**src/rtl/dividor_bcd_fmt.sv**
```systemverilog
// Divider readout formatter: converts integer quotient and binary fraction
// into packed BCD (double dabble for integer, multiply-by-10 for fraction).
module dividor_bcd_fmt #(
    parameter int SIZE        = 4,
    parameter int FRAC_W      = 10,
    parameter int INT_DIGITS  = 2,
    parameter int FRAC_DIGITS = 3
) (
    input  logic                     clk,
    input  logic                     rst,
    input  logic                     start,
    input  logic [SIZE-1:0]          m,
    input  logic [FRAC_W-1:0]        f,
    output logic [4*INT_DIGITS-1:0]  int_bcd,
    output logic [4*FRAC_DIGITS-1:0] frac_bcd,
    output logic                     busy,
    output logic                     done
);

    localparam int IW   = 4 * INT_DIGITS;
    localparam int FW   = 4 * FRAC_DIGITS;
    localparam int PW   = FRAC_W + 4;
    localparam int CMAX = (SIZE > FRAC_DIGITS) ? SIZE : FRAC_DIGITS;
    localparam int CW   = $clog2(CMAX + 1);

    typedef enum logic [1:0] {
        IDLE,
        INT,
        FRAC
    } state_t;

    state_t          r_state, w_state_nxt;
    logic [SIZE-1:0] r_bin, w_bin_nxt;
    logic [IW-1:0]   r_iscr, w_iscr_nxt;
    logic [FRAC_W-1:0] r_acc, w_acc_nxt;
    logic [FW-1:0]   r_fscr, w_fscr_nxt;
    logic [CW-1:0]   r_cnt, w_cnt_nxt;
    logic [IW-1:0]   r_int_bcd, w_int_bcd_nxt;
    logic [FW-1:0]   r_frac_bcd, w_frac_bcd_nxt;
    logic            r_done, w_done_nxt;

    logic [IW-1:0]      w_adj;
    logic [IW+SIZE-1:0] w_cat;
    logic [PW-1:0]      w_prod;
    logic [3:0]         w_digit;
    logic [FW-1:0]      w_fshift;

    // Double-dabble correction: bias every nibble >=5 before the shift
    always_comb begin
        w_adj = '0;
        for (int i = 0; i < INT_DIGITS; i++) begin
            if (r_iscr[4*i +: 4] >= 4'd5)
                w_adj[4*i +: 4] = r_iscr[4*i +: 4] + 4'd3;
            else
                w_adj[4*i +: 4] = r_iscr[4*i +: 4];
        end
    end

    assign w_cat    = {w_adj, r_bin} << 1;
    assign w_prod   = {4'b0000, r_acc} * PW'(10);
    assign w_digit  = w_prod[PW-1:FRAC_W];
    assign w_fshift = (r_fscr << 4) | FW'(w_digit);

    always_comb begin
        w_state_nxt    = r_state;
        w_bin_nxt      = r_bin;
        w_iscr_nxt     = r_iscr;
        w_acc_nxt      = r_acc;
        w_fscr_nxt     = r_fscr;
        w_cnt_nxt      = r_cnt;
        w_int_bcd_nxt  = r_int_bcd;
        w_frac_bcd_nxt = r_frac_bcd;
        w_done_nxt     = 1'b0;
        unique case (r_state)
            IDLE: begin
                if (start) begin
                    w_bin_nxt   = m;
                    w_acc_nxt   = f;
                    w_iscr_nxt  = '0;
                    w_fscr_nxt  = '0;
                    w_cnt_nxt   = '0;
                    w_state_nxt = INT;
                end
            end
            INT: begin
                w_iscr_nxt = w_cat[IW+SIZE-1:SIZE];
                w_bin_nxt  = w_cat[SIZE-1:0];
                if (r_cnt == CW'(SIZE - 1)) begin
                    w_cnt_nxt   = '0;
                    w_state_nxt = FRAC;
                end else begin
                    w_cnt_nxt = r_cnt + CW'(1);
                end
            end
            FRAC: begin
                w_acc_nxt  = w_prod[FRAC_W-1:0];
                w_fscr_nxt = w_fshift;
                if (r_cnt == CW'(FRAC_DIGITS - 1)) begin
                    w_cnt_nxt      = '0;
                    w_int_bcd_nxt  = r_iscr;
                    w_frac_bcd_nxt = w_fshift;
                    w_done_nxt     = 1'b1;
                    w_state_nxt    = IDLE;
                end else begin
                    w_cnt_nxt = r_cnt + CW'(1);
                end
            end
            default: w_state_nxt = IDLE;
        endcase
    end

    always_ff @(posedge clk) begin
        if (rst) begin
            r_state    <= IDLE;
            r_bin      <= '0;
            r_iscr     <= '0;
            r_acc      <= '0;
            r_fscr     <= '0;
            r_cnt      <= '0;
            r_int_bcd  <= '0;
            r_frac_bcd <= '0;
            r_done     <= 1'b0;
        end else begin
            r_state    <= w_state_nxt;
            r_bin      <= w_bin_nxt;
            r_iscr     <= w_iscr_nxt;
            r_acc      <= w_acc_nxt;
            r_fscr     <= w_fscr_nxt;
            r_cnt      <= w_cnt_nxt;
            r_int_bcd  <= w_int_bcd_nxt;
            r_frac_bcd <= w_frac_bcd_nxt;
            r_done     <= w_done_nxt;
        end
    end

    assign int_bcd  = r_int_bcd;
    assign frac_bcd = r_frac_bcd;
    assign busy     = (r_state != IDLE);
    assign done     = r_done;

endmodule

```
**config.mk**
```make
export PLATFORM = sky130hd
export DESIGN_NAME = dividor_bcd_fmt
export DESIGN_NICKNAME = d
export VERILOG_FILES = /design/src/rtl/dividor_bcd_fmt.sv
export SDC_FILE = /design/constraint.sdc
export NUM_CORES = 1
export LEC_CHECK = 0
export CORE_MARGIN = 8
export CORE_UTILIZATION = 25
export DETAILED_ROUTE_END_ITERATION = 8
export GPL_TIMING_DRIVEN = 0
export SETUP_SLACK_MARGIN = 0.15
export SLEW_MARGIN = 20
export SYNTH_ARGS = -nofsm -noshare
export SYNTH_HDL_FRONTEND = slang
export SYNTH_SLANG_ARGS = --single-unit
export TNS_END_PERCENT = 5
```
**constraint.sdc**
```tcl
create_clock -name clk -period 3 [get_ports clk]
set_input_delay 0.45 -clock clk [delete_from_list [all_inputs] [get_ports clk]]
set_output_delay 0.45 -clock clk [all_outputs]
set_load 0.1 [all_outputs]
```
==> metrics.md, run 1 <==
| Metric | Value |
|---|---|
| Actual slew at the worst max-slew pin | 0.9979 ns |
| Iteration count of the initial detailed-routing pass | 4 |
| Number of top-level design ports | 39 |
| Total instance count after detailed placement | 534 |
| Initial core utilization | 0.2576 |
| Proportion of netlist area held by the largest area contributor | 0.3779 |
| Global route total overflow | 0 |
| Total length of routed wires | 7487 µm |
| Final TNS setup | 0 ns |
| Combinational Power Share | 0.293 |
| Status | finished, final reports clean |
| Number of clock sinks seen by CTS | 56 |
| Number of max-cap violations | 0 |
| Setup Fix Bufs, Post-CTS | 0 |
| Buffers on Ports | 38 |
| CTS Hold Bufs | 0 |
| Dominant cells by area after synthesis | sky130_fd_sc_hd__dfxtp_1, sky130_fd_sc_hd__ha_1, sky130_fd_sc_hd__nand2_1 |
| Die span in y | 124.9 µm |
| Share of power burned in registers | 0.391 |
| Dominant cell type by area after synthesis | sky130_fd_sc_hd__dfxtp_1 |
| TritonCTS Buffers | 5 |
| Setup repair after global routing missed its margin | no |
| Global-route track usage on met1 | 0.1243 |
| Row Count | 39 |
| Shortest clock period the worst path allows after layout | 2.621 ns |
| Starting DRT DRC Count | 136 |
| Hold Path Stages | 2 |
| Vias | 2,597 |
| Count of synthesis-stage warnings from yosys | 0 |
| Sequential cell area fraction in the yosys report | 0.3779 |
| Mean post-synth cell area | 8.404 µm² |
| Internal power contribution | 0.001450 W |
| Source of the worst register-to-register timing path | r_acc[1] |
| Pwr Density | 583.8 mW/mm² |
| Largest net degree at the start of global routing | 18 |
| Count of nets after finishing | 445 |
| Final slew viol count | 0 |
| Number of vias per cell | 4.792 |
| Final worst hold slack | 0.4529 ns |
| Startpoint-to-endpoint class of the critical path | flip-flop to output port |
| Number of failing hold endpoints at the final stage | 0 |
| Buffer type at the clock tree root | sky130_fd_sc_hd__clkbuf_16 |
| CP Capture Type | output port |
| Number of synthesized flops with an enable pin | 0 |
| Synthesized instance count | 353 |
| Last weighted congestion value of the routability-driven placer | 0.8446 |
| Worst-case hold path end point | frac_bcd[8] |
| Number of inserted filler cells in the final layout | 1,219 |
| Global-route total usage across every layer | 0.09784 |
| Area of all sequential standard cells | 0.001121 mm² |
| Initial antenna violation count | 0 |
| Total half-perimeter wirelength after legalization and detailed placement | 5595 µm |
| First-pass GRT wire length | 12,770 µm |
| Met3 layer usage reported by global route | 0.02677 |
| Number of non-filler instances in the completed layout | 542 |
| Post-synthesis sequential element count | 56 |
| Fraction of final layout cells with drive strength greater than 1 | 0.06516 |
| Area of the core | 0.01152 mm² |
| Via count of the first global-routing pass | 2,643 |
| Switching part of the total | 0.3294 |
| Clock latency at the later pin of the worst-skew pair | 0.29 ns |
| Clk network pwr share | 0.317 |
| Met2 layer usage reported by global route | 0.1602 |
| CP required | 2.55 ns |
| Clock Pin Slew Worst Setup and Hold Paths | 0.07 ns |
| Synth Cell Area | 0.002967 mm² |
| Number of buffers between clock root and the deepest sink | 2 |
| Net count of the mapped netlist | 400 |
| Count of inserted antenna diode cells | 0 |
| R2r setup slk | 0.39 ns |
| Reg2reg path depth | 8 |
| Crit Path Max Fanout | 9 |
| Startpoint of the tightest hold check path | r_fscr[4] |
| Crit path launch type | flip-flop |
| Highest Clock Rate | 381.6 MHz |
| Leakage | 1.404 nW |
| Post-cts gate resize count | 1 |
| Data arrival at the endpoint of the critical path | 2.17 ns |
| Normalized max-slew margin | 0.3326 |
| Level count of the clock H-tree | 2 |
| Type of the tightest min-delay check | flip-flop to flip-flop |
| Maximum vdd ir drop | 301.8 µV |
| Area enclosed by the die boundary | 0.01561 mm² |
| Antenna Nets Post-Route | 0 |
| End of the worst register-to-register path | r_fscr[0] |
| CTS tree | done |
| Share of flip-flops with an asynchronous set or reset | 0 |
| Average wire per standard cell | 13.81 µm |
| Area taken by multi-input logic gates | 0.001692 mm² |
| Synth unique cells | 43 |
| Most common flop cell mapped by yosys | sky130_fd_sc_hd__dfxtp_1 |
| Post-Route Skew | 0.002168 ns |
| Routing layer with the top usage in global route | met2 |
| Area delta synth->final | 24.80% |
| Part of the cycle the worst path needs | 0.8736 |
| Final Setup Violations | 0 |
| Net switching power of the design | 0.0007120 W |
| Chip width | 124.9 µm |
| DRC violation count after routing | 0 |
-- worst max path at each step --
stage,startpoint,endpoint,slack (ns),cells past startpoint
floorplan,r_acc[1],r_fscr[0],0.60,8
global placement,r_state[0],busy,0.44,5
detailed placement,r_acc[1],r_fscr[0],0.41,8
CTS,r_state[0],busy,0.39,5
global route,r_state[0],busy,0.29,5
finish,r_state[0],busy,0.38,5
-- flip-flops by register name, indices dropped and copies added, names as in the netlist --
signal,flops
frac_bcd,12
r_acc,10
int_bcd,8
r_fscr,8
r_iscr,8
r_bin,4
r_cnt,3
r_state,2
done,1
-- area by class of cell --
cell class / count / area share
well taps: 143 / 0.04833
flip-flops and latches: 56 / 0.3028
clock buffers: 6 / 0.03751
inverters: 17 / 0.01724
plain buffers: 20 / 0.02433
clock inverters: 2 / 0.01048
multi-input cells: 260 / 0.4569
repair buffers: 38 / 0.1024
-- per-stage QoR --
step / setup WS [ns] / utilization / instance area [µm²] / total power, W
after floorplan: 0.5977 / - / 2967 / 0.001327
after global placement: 0.4369 / 0.3062 / 3526 / 0.001474
after detailed placement: 0.4086 / 0.3062 / 3526 / 0.001495
after CTS: 0.3870 / 0.3215 / 3702 / 0.002180
after global routing: 0.2879 / 0.3215 / 3702 / 0.002298
final: 0.3792 / 0.3215 / 3702 / 0.002162
-- power groups by stage --
stage	logic, W	clock network [W]	registers [W]
2_1_floorplan	0.000483	0	0.000844
3_3_place_gp	0.000615	0	0.000858
3_5_place_dp	0.000634	0	0.000861
4_1_cts	0.000634	0.000702	0.000844
5_1_grt	0.000711	0.000736	0.000851
6_report	0.000633	0.000685	0.000844
-- per-layer routing --
layer	routed length, µm	vias to the layer above	part of all wire
li1	-	1336	-
met1	3597	1199	0.48
met2	3438	54	0.46
met3	377	8	0.050
met4	74	0	0.0099
met5	0	-	0
-- kinds of logic after synthesis --
kind of cell               share of synthesized area
AOI/OAI and AO/OA                             0.1911
xor gates and xnor gates                     0.01771
adders and majority gates                     0.1291
buffers and inverters                        0.05188
DFF                                           0.3779
muxes                                        0.05103
and+or+nand+nor                               0.1814
-- cell usage after synthesis, types with 3 or more instances --
library cell and n:
sky130_fd_sc_hd__a21o_1 5, sky130_fd_sc_hd__dfxtp_1 56, sky130_fd_sc_hd__clkbuf_1 10, sky130_fd_sc_hd__nand2b_1 5, sky130_fd_sc_hd__o211ai_1 3, sky130_fd_sc_hd__a21oi_1 38
sky130_fd_sc_hd__nand2_1 54, sky130_fd_sc_hd__a211oi_1 12, sky130_fd_sc_hd__inv_1 16, sky130_fd_sc_hd__mux2i_1 14, sky130_fd_sc_hd__nand4_1 7, sky130_fd_sc_hd__nor3_1 3
sky130_fd_sc_hd__nand3_1 19, sky130_fd_sc_hd__xnor2_1 6, sky130_fd_sc_hd__a22oi_1 5, sky130_fd_sc_hd__nor2_1 23, sky130_fd_sc_hd__buf_2 9, sky130_fd_sc_hd__ha_1 29
sky130_fd_sc_hd__o21ai_0 7
-- cell usage in the layout (no fill, tap or decap), types with 3 or more instances in the layout --
cell type | synthesis | layout
sky130_fd_sc_hd__clkdlybuf4s50_1 | 0 | 37
sky130_fd_sc_hd__nor3_1 | 3 | 3
sky130_fd_sc_hd__nand3_1 | 19 | 19
sky130_fd_sc_hd__nor2_1 | 23 | 23
sky130_fd_sc_hd__nand2_1 | 54 | 54
sky130_fd_sc_hd__inv_1 | 16 | 16
sky130_fd_sc_hd__a211oi_1 | 12 | 12
sky130_fd_sc_hd__a21oi_1 | 38 | 38
sky130_fd_sc_hd__clkbuf_1 | 10 | 10
sky130_fd_sc_hd__nand4_1 | 7 | 7
sky130_fd_sc_hd__o21ai_0 | 7 | 7
sky130_fd_sc_hd__nand2b_1 | 5 | 5
sky130_fd_sc_hd__buf_2 | 9 | 9
sky130_fd_sc_hd__clkbuf_16 | 0 | 5
sky130_fd_sc_hd__mux2i_1 | 14 | 14
sky130_fd_sc_hd__o211ai_1 | 3 | 3
sky130_fd_sc_hd__xnor2_1 | 6 | 6
sky130_fd_sc_hd__a22oi_1 | 5 | 5
sky130_fd_sc_hd__dfxtp_1 | 56 | 56
sky130_fd_sc_hd__a21o_1 | 5 | 5
sky130_fd_sc_hd__ha_1 | 29 | 29
-- worst max-delay path, cell delays in order (launching register included) --
cell and delay [ns]:
sky130_fd_sc_hd__dfxtp_1 0.38, sky130_fd_sc_hd__inv_1 0.08, sky130_fd_sc_hd__ha_1 0.19, sky130_fd_sc_hd__buf_2 0.18, sky130_fd_sc_hd__inv_1 0.17, sky130_fd_sc_hd__dlygate4sd2_1 0.89
Power figures use the tool's default switching activity.
==> run 2: changes to the inputs <==
--- a/config.mk
+++ b/config.mk
@@ -9,6 +9,7 @@
 export CORE_UTILIZATION = 25
 export DETAILED_ROUTE_END_ITERATION = 8
 export GPL_TIMING_DRIVEN = 0
+export RECOVER_POWER = 100
 export SETUP_SLACK_MARGIN = 0.15
 export SLEW_MARGIN = 20
 export SYNTH_ARGS = -nofsm -noshare
==> metrics.md, run 2 (synthesis gave the netlist of run 1 again) <==
| Metric | Value |
|---|---|
| Area enclosed by the die boundary | 0.01561 mm² (unchanged) |
| Antenna Nets Post-Route | 0 (unchanged) |
| Leakage | 1.449 nW (was 1.404 nW) |
| Status | finished, final reports clean (unchanged) |
| Global route total overflow | 0 (unchanged) |
| Instance area at placement | 0.003526 mm² (unchanged) |
| Number of failing hold endpoints at the final stage | 0 (unchanged) |
| Data arrival at the endpoint of the critical path | 2.87 ns (was 2.17 ns) |
| Startpoint-to-endpoint class of the critical path | flip-flop to flip-flop (was flip-flop to output port) |
| Final TNS setup | 0 ns (unchanged) |
| Via count of the first global-routing pass | 2,643 (unchanged) |
| Number of flip-flops under the largest register name | 12 (unchanged) |
| Total half-perimeter wirelength after legalization and detailed placement | 5595 µm (unchanged) |
| Crit Path Max Fanout | 3 (was 9) |
| Crit path launch type | flip-flop (unchanged) |
| Number of clock sinks seen by CTS | 56 (unchanged) |
| Count of nets after finishing | 445 (unchanged) |
| Pwr Density | 583.5 mW/mm² (was 583.8 mW/mm²) |
| Worst setup path end | r_fscr[0] (was busy) |
| Number of buffers between clock root and the deepest sink | 2 (unchanged) |
| Vias | 2,599 (was 2,597) |
| Global-route total usage across every layer | 0.09784 (unchanged) |
| Buffers on Ports | 38 (unchanged) |
| CP Capture Type | flip-flop (was output port) |
| CP required | 3.19 ns (was 2.55 ns) |
| End of the worst register-to-register path | r_fscr[0] (unchanged) |
| Type of the tightest min-delay check | flip-flop to flip-flop (unchanged) |
| R2r setup slk | 0.31 ns (was 0.39 ns) |
| Number of vias per cell | 4.795 (was 4.792) |
| Number of max-cap violations | 0 (unchanged) |
| Largest net degree at the start of global routing | 18 (unchanged) |
| Worst-path cell with the longest stage delay | sky130_fd_sc_hd__fa_1 (was sky130_fd_sc_hd__dlygate4sd2_1) |
| Initial antenna violation count | 0 (unchanged) |
| Buffer type at the clock tree root | sky130_fd_sc_hd__clkbuf_16 (unchanged) |
| Crit path largest cell delay | 0.41 ns (was 0.89 ns) |
| Level count of the clock H-tree | 2 (unchanged) |
| Source of the worst register-to-register timing path | r_acc[1] (unchanged) |
| Final slew viol count | 0 (unchanged) |
| Shortest clock period the worst path allows after layout | 2.688 ns (was 2.621 ns) |
| Final Setup Violations | 0 (unchanged) |
| Fraction of final layout cells with drive strength greater than 1 | 0.04261 (was 0.06516) |
| Most common cell after layout, fill and taps aside | sky130_fd_sc_hd__dfxtp_1 (unchanged) |
| Actual slew at the worst max-slew pin | 1.167 ns (was 0.9979 ns) |
| Highest Clock Rate | 372.0 MHz (was 381.6 MHz) |
| Count of inserted antenna diode cells | 0 (unchanged) |
| Crit. Startpoint | r_acc[1] (was r_state[0]) |
| Part of the cycle the worst path needs | 0.8960 (was 0.8736) |
| Number of top-level design ports | 39 (unchanged) |
| Last weighted congestion value of the routability-driven placer | 0.8446 (unchanged) |
| Chip width | 124.9 µm (unchanged) |
| Setup repair after global routing missed its margin | no (unchanged) |
| Clock Pin Slew Worst Setup and Hold Paths | 0.07 ns (about the same) |
| Normalized max-slew margin | 0.2251 (was 0.3326) |
| Area of the core | 0.01152 mm² (unchanged) |
| Post-Route Skew | 0.002106 ns (was 0.002168 ns) |
| Number of inserted filler cells in the final layout | 1,230 (was 1,219) |
| TritonCTS Buffers | 5 (unchanged) |
| Row Count | 39 (unchanged) |
| Total length of routed wires | 7502 µm (was 7487 µm) |
| First-pass GRT wire length | 12,770 µm (unchanged) |
| DRC violation count after routing | 0 (unchanged) |
| Maximum vdd ir drop | 301.8 µV (about the same) |
| CTS tree | done (unchanged) |
| Critical path cell sequence | ha_1 > ha_1 > fa_1 > a21o_2 > a21oi_1 > o21a_1 > mux2_2 > a31o_2 (was inv_1 > ha_1 > buf_2 > inv_1 > dlygate4sd2_1) |
| Highest-count cells in the layout ignoring fill and taps | sky130_fd_sc_hd__dfxtp_1, sky130_fd_sc_hd__nand2_1, sky130_fd_sc_hd__a21oi_1, sky130_fd_sc_hd__ha_1 (was sky130_fd_sc_hd__dfxtp_1, sky130_fd_sc_hd__nand2_1, sky130_fd_sc_hd__a21oi_1, sky130_fd_sc_hd__clkdlybuf4s50_1, sky130_fd_sc_hd__ha_1) |
| Startpoint of the tightest hold check path | frac_bcd[6] (was r_fscr[4]) |
| CTS Hold Bufs | 0 (unchanged) |
| Area delta synth->final | 23.91% (was 24.80%) |
| Iteration count of the initial detailed-routing pass | 4 (unchanged) |
| Die span in y | 124.9 µm (unchanged) |
| Average wire per standard cell | 13.84 µm (was 13.81 µm) |
| Starting DRT DRC Count | 126 (was 136) |
| Reg2reg path depth | 8 (unchanged) |
| End-of-flow core utilization | 0.3192 (was 0.3215) |
| Most prevalent standard cell on the critical path | sky130_fd_sc_hd__ha_1 (was sky130_fd_sc_hd__inv_1) |
| Design Area, Final | 0.003676 mm² (was 0.003702 mm²) |
| Initial core utilization | 0.2576 (unchanged) |
| Clock latency at the later pin of the worst-skew pair | 0.29 ns (about the same) |
run 2: cell count changes in the layout (fill, tap and decap cells not counted), moves of 2 or more:
cell / before / now
sky130_fd_sc_hd__a21oi_1: 38 / 40
sky130_fd_sc_hd__a21oi_2: 2 / 0
sky130_fd_sc_hd__buf_2: 9 / 4
sky130_fd_sc_hd__clkbuf_1: 10 / 17
sky130_fd_sc_hd__clkdlybuf4s50_1: 37 / 14
sky130_fd_sc_hd__dlygate4sd3_1: 0 / 23
run 2: worst min path at each step:
stage | endpoint | slack (ns) | cells after the start
finish | frac_bcd[6] | 0.45 | 2
global route | frac_bcd[6] | 0.48 | 2
CTS | frac_bcd[10] | 0.45 | 2
detailed placement | frac_bcd[10] | 0.45 | 2
global placement | r_fscr[6] | 0.44 | 2
floorplan | r_fscr[4] | 0.43 | 2
run 2: area by class of cell:
| type | count | area [µm²] | area share |
|---|---|---|---|
| sequential | 56 | 1121 | 0.3050 |
| tap | 143 | 178.9 | 0.04867 |
| timing repair buffer | 38 | 374.1 | 0.1018 |
| inverter | 17 | 63.81 | 0.01736 |
| clock buffer | 6 | 138.9 | 0.03778 |
| clock inverter | 2 | 38.79 | 0.01055 |
| buffer | 20 | 80.08 | 0.02178 |
| multi-input combinational | 260 | 1680 | 0.4571 |
run 2: metal layers:
metal / up-vias / share of wire / GRT usage
met5: - / 0 / 0
met4: 0 / 0.0099 / 0.02507
met3: 8 / 0.050 / 0.02677
met2: 54 / 0.46 / 0.1602
met1: 1200 / 0.48 / 0.1243
li1: 1337 / - / -
run 2: worst max-delay path: cells and delay by family, from the launching register on:
family | cells | cell delay [ns]
compound gates | 4 | 0.95
fa+ha+maj | 3 | 0.94
flops | 1 | 0.35
mux | 1 | 0.35
run 2: what timing repair did:
| action | 4_1_cts | 5_1_grt |
|---|---|---|
| endpoints found under the setup margin | 1 | 0 |
| buffers inserted | 0 | 0 |
| resized for setup | 1 | 0 |
run 2: stage by stage:
stage	total power (W)	std cells	hold WS (ns)	setup slack (ns)
global route	0.002281	542	0.4751	0.1573
global placement	0.001474	534	0.4430	0.4369
finish	0.002145	542	0.4526	0.3121
floorplan	0.001327	353	0.4321	0.5977
detailed placement	0.001495	534	0.4456	0.4086
CTS	0.002180	542	0.4539	0.3870
run 2: where the power goes:
group / leakage (nW) / internal [W] / switching, W
sequential: 0.455 / 0.000795 / 0.0000497
clock: 0.0871 / 0.000419 / 0.000267
combinational: 0.908 / 0.000223 / 0.000392
==> run 3: changes to the inputs <==
--- a/config.mk
+++ b/config.mk
@@ -9,7 +9,7 @@
 export CORE_UTILIZATION = 25
 export DETAILED_ROUTE_END_ITERATION = 8
 export GPL_TIMING_DRIVEN = 0
-export RECOVER_POWER = 100
+export RECOVER_POWER = 50
 export SETUP_SLACK_MARGIN = 0.15
 export SLEW_MARGIN = 20
 export SYNTH_ARGS = -nofsm -noshare
==> metrics.md, run 3 (synthesis gave the netlist of run 1 again) <==
| Metric | Value |
|---|---|
| Type of the tightest min-delay check | flip-flop to flip-flop (unchanged) |
| Highest Clock Rate | 383.4 MHz (was 372.0 MHz) |
| Total length of routed wires | 7514 µm (was 7502 µm) |
| Most common cell after layout, fill and taps aside | sky130_fd_sc_hd__dfxtp_1 (unchanged) |
| Average wire per standard cell | 13.86 µm (was 13.84 µm) |
| Instance area at placement | 0.003526 mm² (unchanged) |
| Final TNS setup | 0 ns (unchanged) |
| Area of the core | 0.01152 mm² (unchanged) |
| CP Capture Type | flip-flop (unchanged) |
| Number of max-cap violations | 0 (unchanged) |
| Buffers on Ports | 38 (unchanged) |
| Most prevalent standard cell on the critical path | sky130_fd_sc_hd__ha_1 (unchanged) |
| Fraction of final layout cells with drive strength greater than 1 | 0.04762 (was 0.04261) |
| Count of inserted antenna diode cells | 0 (unchanged) |
| CP required | 3.19 ns (about the same) |
| Final Setup Violations | 0 (unchanged) |
| End of the worst register-to-register path | r_fscr[0] (unchanged) |
| DRC violation count after routing | 0 (unchanged) |
| Post-Route Skew | 0.002403 ns (was 0.002106 ns) |
| Die span in y | 124.9 µm (unchanged) |
| Crit path largest cell delay | 0.41 ns (about the same) |
| Worst-path cell with the longest stage delay | sky130_fd_sc_hd__fa_1 (unchanged) |
| R2r setup slk | 0.39 ns (was 0.31 ns) |
| Largest net degree at the start of global routing | 18 (unchanged) |
| Buffer type at the clock tree root | sky130_fd_sc_hd__clkbuf_16 (unchanged) |
| Startpoint-to-endpoint class of the critical path | flip-flop to flip-flop (unchanged) |
| Row Count | 39 (unchanged) |
| Reg2reg path depth | 8 (unchanged) |
| Total Power | 0.002152 W (was 0.002145 W) |
| Worst-case hold path end point | frac_bcd[8] (was frac_bcd[6]) |
| Number of failing hold endpoints at the final stage | 0 (unchanged) |
| Number of buffers between clock root and the deepest sink | 2 (unchanged) |
| Actual slew at the worst max-slew pin | 0.9980 ns (was 1.167 ns) |
| Antenna Nets Post-Route | 0 (unchanged) |
| Critical path cell sequence | ha_1 > ha_1 > fa_1 > a21o_2 > a21oi_2 > o21a_1 > mux2_2 > a31o_2 (was ha_1 > ha_1 > fa_1 > a21o_2 > a21oi_1 > o21a_1 > mux2_2 > a31o_2) |
| Total half-perimeter wirelength after legalization and detailed placement | 5595 µm (unchanged) |
| Initial core utilization | 0.2576 (unchanged) |
| Number of top-level design ports | 39 (unchanged) |
| Via count of the first global-routing pass | 2,643 (unchanged) |
| Initial antenna violation count | 0 (unchanged) |
| Chip width | 124.9 µm (unchanged) |
| Leakage | 1.381 nW (was 1.449 nW) |
| CTS Hold Bufs | 0 (unchanged) |
| First-pass GRT wire length | 12,770 µm (unchanged) |
| Crit-path leading delay family | adder cells (was compound AO/OA/AOI/OAI gates) |
| Status | finished, final reports clean (unchanged) |
| Crit. Startpoint | r_acc[1] (unchanged) |
| Final slew viol count | 0 (unchanged) |
| Maximum vdd ir drop | 301.3 µV (was 301.8 µV) |
| Hold Path Stages | 2 (unchanged) |
| Starting DRT DRC Count | 129 (was 126) |
| Global-route total usage across every layer | 0.09784 (unchanged) |
| Number of buffers and inverters on the critical path | 0 (unchanged) |
| Data arrival at the endpoint of the critical path | 2.79 ns (was 2.87 ns) |
| Pwr Density | 583.5 mW/mm² (about the same) |
| Count of nets after finishing | 445 (unchanged) |
| Clock Pin Slew Worst Setup and Hold Paths | 0.07 ns (about the same) |
| Number of flip-flops under the largest register name | 12 (unchanged) |
| Number of clock sinks seen by CTS | 56 (unchanged) |
| Number of vias per cell | 4.782 (was 4.795) |
| Last weighted congestion value of the routability-driven placer | 0.8446 (unchanged) |
| Source of the worst register-to-register timing path | r_acc[1] (unchanged) |
| Design Area, Final | 0.003689 mm² (was 0.003676 mm²) |
| Setup repair after global routing missed its margin | no (unchanged) |
| Area delta synth->final | 24.34% (was 23.91%) |
| Iteration count of the initial detailed-routing pass | 4 (unchanged) |
| CTS tree | done (unchanged) |
| Shortest clock period the worst path allows after layout | 2.608 ns (was 2.688 ns) |
| Clock latency at the later pin of the worst-skew pair | 0.29 ns (about the same) |
| Highest-count cells in the layout ignoring fill and taps | sky130_fd_sc_hd__dfxtp_1, sky130_fd_sc_hd__nand2_1, sky130_fd_sc_hd__a21oi_1, sky130_fd_sc_hd__clkdlybuf4s50_1, sky130_fd_sc_hd__ha_1 (was sky130_fd_sc_hd__dfxtp_1, sky130_fd_sc_hd__nand2_1, sky130_fd_sc_hd__a21oi_1, sky130_fd_sc_hd__ha_1) |
| Level count of the clock H-tree | 2 (unchanged) |
| Startpoint of the tightest hold check path | r_fscr[4] (was frac_bcd[6]) |
| Vias | 2,592 (was 2,599) |
| TritonCTS Buffers | 5 (unchanged) |
| Crit path launch type | flip-flop (unchanged) |
| Global route total overflow | 0 (unchanged) |
| Normalized max-slew margin | 0.3326 (was 0.2251) |
| Part of the cycle the worst path needs | 0.8694 (was 0.8960) |
| Crit Path Max Fanout | 3 (unchanged) |
| Area enclosed by the die boundary | 0.01561 mm² (unchanged) |
==> run 3: area by class of cell <==
| type | count | area [µm²] |
|---|---|---|
| clock buffer | 6 | 138.9 |
| inverter | 17 | 63.81 |
| multi-input combinational | 260 | 1688 |
| timing repair buffer | 38 | 379.1 |
| buffer | 20 | 80.08 |
| fill | 1227 | 7828 |
| clock inverter | 2 | 38.79 |
| tap | 143 | 178.9 |
| sequential | 56 | 1121 |
==> run 3: worst max-delay path by stage <==
stage	end	slack, ns	cells after the start
global placement	busy	0.44	5
global route	r_acc[6]	0.16	6
detailed placement	r_fscr[0]	0.41	8
floorplan	r_fscr[0]	0.60	8
CTS	busy	0.39	5
finish	r_fscr[0]	0.39	8
==> run 3: report_power, final <==
part | switching (W) | internal (W)
Clock | 0.000267 | 0.000419
Combinational | 0.000395 | 0.000227
Sequential | 0.0000498 | 0.000795
Total | 0.000712 | 0.00144
==> run 3: repair_timing <==
item	CTS	global route
setup buffers	0	0
setup endpoints to repair	1	0
resized for setup	1	0
==> run 3: per-stage QoR <==
step,hold WS [ns],utilization,instances,setup slack [ns]
final,0.4527,0.3203,542,0.3917
after global routing,0.4781,0.3203,542,0.1573
after CTS,0.4539,0.3215,542,0.3870
after detailed placement,0.4456,0.3062,534,0.4086
after global placement,0.4430,0.3062,534,0.4369
after floorplan,0.4321,-,353,0.5977
==> run 3: worst register-to-register path, delay by kind of cell, from the launching register on <==
| kind | cells | cell delay, ns |
|---|---|---|
| AOI/OAI and AO/OA | 4 | 0.87 |
| adders and majority gates | 3 | 0.94 |
| DFF | 1 | 0.35 |
| muxes | 1 | 0.35 |
==> run 3: layer usage <==
| layer | GRT usage | vias up | share of wire | wire (µm) |
|---|---|---|---|---|
| met5 | 0 | - | 0 | 0 |
| met4 | 0.02507 | 0 | 0.0098 | 74 |
| met3 | 0.02677 | 8 | 0.054 | 405 |
| met2 | 0.1602 | 58 | 0.46 | 3450 |
| met1 | 0.1243 | 1192 | 0.48 | 3583 |
| li1 | - | 1334 | - | - |
